<file path="src/rtl/prog_loader.sv">
// prog_loader: parses an A5 / LEN_HI / LEN_LO / word-stream frame and writes 16-bit words into instruction RAM,
// holding the CPU in reset until the frame completes. Define PROG_LOADER_CHECKSUM_EN to require a trailing XOR checksum byte.
module prog_loader #(
  parameter int unsigned       ADDR_W = 16,
  parameter int unsigned       DEPTH  = 4096,
  parameter logic [ADDR_W-1:0] BASE   = '0
) (
  input  logic              clk,
  input  logic              rst,
  input  logic              start,
  input  logic [7:0]        in_data,
  input  logic              in_valid,
  output logic              in_ready,
  output logic              mem_we,
  output logic [ADDR_W-1:0] mem_addr,
  output logic [15:0]       mem_wdata,
  output logic              cpu_hold,
  output logic              done,
  output logic              error
);

  typedef enum logic [2:0] {IDLE, LEN_HI, LEN_LO, DATA_HI, DATA_LO, CSUM, DONE, ERR} state_t;

`ifdef PROG_LOADER_CHECKSUM_EN
  localparam state_t END_ST = CSUM;
`else
  localparam state_t END_ST = DONE;
`endif

  state_t            state_q, state_d;
  logic [15:0]       len_q, len_d;
  logic [7:0]        hi_q, hi_d;
  logic [ADDR_W-1:0] index_q, index_d;
  logic              in_ready_q, in_ready_d;
  logic              mem_we_q, mem_we_d;
  logic [ADDR_W-1:0] mem_addr_q, mem_addr_d;
  logic [15:0]       mem_wdata_q, mem_wdata_d;
  logic              cpu_hold_q, cpu_hold_d;
  logic              done_q, done_d;
  logic              error_q, error_d;
`ifdef PROG_LOADER_CHECKSUM_EN
  logic [7:0]        csum_q, csum_d;
`endif

  logic        xfer;
  logic [15:0] len_word;
  logic        last_word;

  assign xfer      = in_valid & in_ready_q;
  assign len_word  = {len_q[15:8], in_data};
  assign last_word = ((32'(index_q) + 32'd1) == 32'(len_q));

  always_comb begin
    state_d     = state_q;
    len_d       = len_q;
    hi_d        = hi_q;
    index_d     = index_q;
    mem_we_d    = 1'b0;
    mem_addr_d  = mem_addr_q;
    mem_wdata_d = mem_wdata_q;
`ifdef PROG_LOADER_CHECKSUM_EN
    csum_d      = csum_q;
`endif
    // start wins over a byte transfer arriving in the same cycle
    if (start) begin
      state_d = IDLE;
      index_d = '0;
`ifdef PROG_LOADER_CHECKSUM_EN
      csum_d  = '0;
`endif
    end else if (xfer) begin
`ifdef PROG_LOADER_CHECKSUM_EN
      if (state_q inside {LEN_HI, LEN_LO, DATA_HI, DATA_LO}) csum_d = csum_q ^ in_data;
`endif
      case (state_q)
        IDLE: begin
          if (in_data == 8'hA5) state_d = LEN_HI;
        end
        LEN_HI: begin
          len_d   = {in_data, len_q[7:0]};
          state_d = LEN_LO;
        end
        LEN_LO: begin
          len_d   = len_word;
          index_d = '0;
          if (len_word == 16'd0)           state_d = END_ST;
          else if (32'(len_word) > DEPTH)  state_d = ERR;
          else                             state_d = DATA_HI;
        end
        DATA_HI: begin
          hi_d    = in_data;
          state_d = DATA_LO;
        end
        DATA_LO: begin
          mem_we_d    = 1'b1;
          mem_addr_d  = BASE + index_q;
          mem_wdata_d = {hi_q, in_data};
          index_d     = index_q + ADDR_W'(1);
          state_d     = last_word ? END_ST : DATA_HI;
        end
        CSUM: begin
`ifdef PROG_LOADER_CHECKSUM_EN
          state_d = (in_data == csum_q) ? DONE : ERR;
`else
          state_d = ERR;
`endif
        end
        default: state_d = state_q;
      endcase
    end
    // status outputs are registered copies of the next state
    in_ready_d = !(state_d inside {DONE, ERR});
    cpu_hold_d = (state_d != DONE);
    done_d     = (state_d == DONE);
    error_d    = (state_d == ERR);
  end

  always_ff @(posedge clk) begin
    if (rst) begin
      state_q     <= IDLE;
      len_q       <= '0;
      hi_q        <= '0;
      index_q     <= '0;
      in_ready_q  <= 1'b1;
      mem_we_q    <= 1'b0;
      mem_addr_q  <= BASE;
      mem_wdata_q <= '0;
      cpu_hold_q  <= 1'b1;
      done_q      <= 1'b0;
      error_q     <= 1'b0;
`ifdef PROG_LOADER_CHECKSUM_EN
      csum_q      <= '0;
`endif
    end else begin
      state_q     <= state_d;
      len_q       <= len_d;
      hi_q        <= hi_d;
      index_q     <= index_d;
      in_ready_q  <= in_ready_d;
      mem_we_q    <= mem_we_d;
      mem_addr_q  <= mem_addr_d;
      mem_wdata_q <= mem_wdata_d;
      cpu_hold_q  <= cpu_hold_d;
      done_q      <= done_d;
      error_q     <= error_d;
`ifdef PROG_LOADER_CHECKSUM_EN
      csum_q      <= csum_d;
`endif
    end
  end

  assign in_ready  = in_ready_q;
  assign mem_we    = mem_we_q;
  assign mem_addr  = mem_addr_q;
  assign mem_wdata = mem_wdata_q;
  assign cpu_hold  = cpu_hold_q;
  assign done      = done_q;
  assign error     = error_q;

endmodule
</file>
<file path="config.mk">
export PLATFORM = sky130hd
export DESIGN_NAME = prog_loader
export DESIGN_NICKNAME = d
export VERILOG_FILES = /design/src/rtl/prog_loader.sv
export SDC_FILE = /design/constraint.sdc
export NUM_CORES = 1
export LEC_CHECK = 0
export ABC_AREA = 1
export BUFFER_PORTS_ARGS = -buffer_cell sky130_fd_sc_hd__buf_2
export CAP_MARGIN = 15
export CORE_MARGIN = 3
export CORE_UTILIZATION = 54
export CTS_BUF_LIST = sky130_fd_sc_hd__clkbuf_4 sky130_fd_sc_hd__clkbuf_8
export DETAILED_ROUTE_END_ITERATION = 8
export GPL_TIMING_DRIVEN = 0
export PLACE_DENSITY_LB_ADDON = 0.08
export SYNTH_ARGS = -nofsm -noshare
export SYNTH_HDL_FRONTEND = slang
export SYNTH_SLANG_ARGS = --single-unit
export TNS_END_PERCENT = 1
</file>
<file path="constraint.sdc">
create_clock -name clk -period 1.9 [get_ports clk]
set_input_delay 0.19 -clock clk [delete_from_list [all_inputs] [get_ports clk]]
set_output_delay 0.19 -clock clk [all_outputs]
set_load 0.005 [all_outputs]
</file>
==> reports/results.txt <==
Final ANT Viol Nets: 0
share of cells above drive strength 1: 21.3%
vias in the first global route: 3,239
total power per unit cell area: 742 nW/um^2
CTS tree: built
peak supply drop: 0.000598 V
Critical Path End Type: flip-flop
commonest non-fill, non-tap cell in the layout: nand2_1
post-layout min period: 1.99 ns
final hold violation count: 0
Yosys reg bits: 80
Cell variety after synth: 25
fmax: 0.502 GHz
Synth warnings: 0
Switching Share: 26.0%
Clock Latency Late Sink: 0.36 ns
critical-path maximum fanout: 5
Post-Route WL: 9840 microns
Critical Path Source Type: flip-flop
Mapped Area: 3600 sq um
cell-internal power: 2.38 mW
grt total ovfl: 0
Post-synth EDFFs: 0
Primary FF master, synth: dfxtp_1
RePlAce Congestion: 0.920
GRT Util Overall: 26.0%
Max-slew headroom: 56.9%
top-area cell type share of the netlist area: 44.4%
cells after synthesis: 505
Worst EP arrival: 2.24 ns
share of power burned in registers: 53.0%
final core utilization: 67.5%
Pleak: 1.85 nW
Clock H-tree levels: 3
Clock Power Share: 41.3%
antenna violations before repair: 0
NetSw: 0.837 mW
TritonCTS Buffers: 9
die footprint: 7690 sq um
diodes inserted: 0
Die Wd: 87.7 microns
dpl hpwl: 7040 microns
via-per-instance ratio: 5.67
final worst path period share: 105%
Die Ht: 87.7 microns
first drt pass iteration count: 5
post-route cell area: 4340 sq um
largest net degree at the start of global routing: 17
Setup WS post-layout: -0.0934 ns
row count: 29
commonest cells after routing, fill and taps aside: 79 x nand2_1, 74 x dfxtp_1, 64 x nor2_1
core box area: 6420 sq um
total clock sinks: 80
Hold Crit Class: in2reg
first-pass GRT wire length: 15,400 microns
Logic pwr share: 5.7%
# nets final: 582
Placed Area: 3940 sq um
IO Port Bufs: 48
clock transition at the registers of the reported paths: 0.09 ns
crit path kind: reg2reg
status: finished with violations
failing checks: setup timing
top post-synthesis cells by area: dfxtp_1 44%, nand2_1 8.8%, o21ai_0 8.1%
Final Setup Violations: 5
worst slew pin tran: 0.647 ns
syn avg cell area: 7.14 sq um
unrepaired setup endpoints after global routing: yes
Pins Over Slew Limit: 0
Critical Path RT: 2.15 ns
post-synth net total: 518
Top-Level Pins: 49
ys async rst share: 0%
Root Buffer: clkbuf_8
DRC: 0
Worst Skew: 0.00928 ns
routed len/inst: 15.1 microns
max cap viols: 0
Synth area leader: dfxtp_1
R2R setup slack: -0.09 ns
Initial Util: 56.1%
clock tree buffer depth: 2
1st-iter DRT viols: 274
# hold bufs at CTS: 0
post-synthesis sequential area ratio: 44.4%
routed via count: 3,693
synthesis-to-finish area growth: 20.4%
area by class of cell:
type | count | area (sq um)
clock inverters | 7 | 83.8
plain buffers | 15 | 65.1
inverters | 54 | 206
repair buffers | 53 | 290
multi-input cells | 356 | 1860
fillers | 577 | 2080
well taps | 77 | 96.3
flip-flops and latches | 80 | 1610
clock buffers | 9 | 124
metal layers:
layer	part of all wire [%]	wire length (microns)	GRT usage [%]
met4	2.2	212	10.2
met2	46	4530	41.4
met5	0	0	0
met3	6.9	676	3.86
met1	45	4420	35.4
per-stage QoR:
step / hold WS, ns / total power, mW / std cells / setup slack, ns / TNS (ns)
floorplan: 0.262 / 1.84 / 505 / 0.0638 / 0
global placement: 0.417 / 1.91 / 630 / -0.316 / -7.12
detailed placement: 0.420 / 1.92 / 630 / -0.316 / -9.44
CTS: 0.0281 / 3.22 / 646 / -0.134 / -0.479
global route: 0.0507 / 3.31 / 651 / -0.276 / -2.78
finish: 0.0477 / 3.22 / 651 / -0.0934 / -0.298
cell families (layout without fill, tap and decap cells):
kind of cell    Yosys count  count (layout)  synth area share (%)
simple gates            233             233                  29.4
flops                    80              80                  44.4
compound gates          118             118                  17.6
buf+inv                  69             138                  7.22
fa+ha+maj                 1               1                 0.347
xor+xnor                  4               4                 0.972
repair_timing:
action,in CTS,in global routing
resized for setup,18,27
buffers inserted,0,5
cloned,0,0
pin swaps,0,18
endpoints found under the setup margin,56,56
flip-flops by register name (all words and copies together), names as in the netlist:
| name | count |
|---|---|
| in_ready | 1 |
| mem_addr | 16 |
| done | 1 |
| len_q | 16 |
| mem_we | 1 |
| state_q | 3 |
| index_q | 16 |
| hi_q | 8 |
| mem_wdata | 16 |
| cpu_hold | 1 |
| error | 1 |
cell usage after synthesis (5+ instances only):
| library cell | n |
|---|---|
| nor2_1 | 72 |
| o21ai_0 | 58 |
| nand3_1 | 39 |
| nand2_2 | 5 |
| dfxtp_1 | 80 |
| clkbuf_1 | 14 |
| nand2_1 | 84 |
| inv_1 | 51 |
| nand4_1 | 13 |
| a21oi_1 | 47 |
| nor2_4 | 6 |
| o31ai_1 | 5 |
final timing paths:
check        startpoint          to  cells past startpoint
max reg2reg  index_q[1]    cpu_hold                     16
min                 rst  state_q[0]                      2
max          index_q[1]    cpu_hold                     16
min reg2reg    len_q[3]    len_q[3]                      2
worst max-delay path, cell delays in order, from the launching register on:
cell and delay, ns:
dfxtp_4 0.39, ha_4 0.17, nand2_2 0.08, nor2_4 0.17
nand2_2 0.08, clkinv_2 0.08, nand3_1 0.10, nand2_2 0.10
nand2_1 0.05, nand2_1 0.07, nand3_1 0.08, nor2_2 0.16
nand2_1 0.07, nand2_1 0.05, nand2_1 0.06, nand2_2 0.10
nand3_2 0.07
power groups by stage:
stage	combinational [mW]	clock (mW)	sequential (mW)
after CTS	0.177	1.34	1.70
after global routing	0.204	1.40	1.71
after floorplan	0.0988	0	1.74
final	0.184	1.33	1.70
after detailed placement	0.171	0	1.75
after global placement	0.168	0	1.74
No activity file was read; power rests on OpenSTA's default activity.
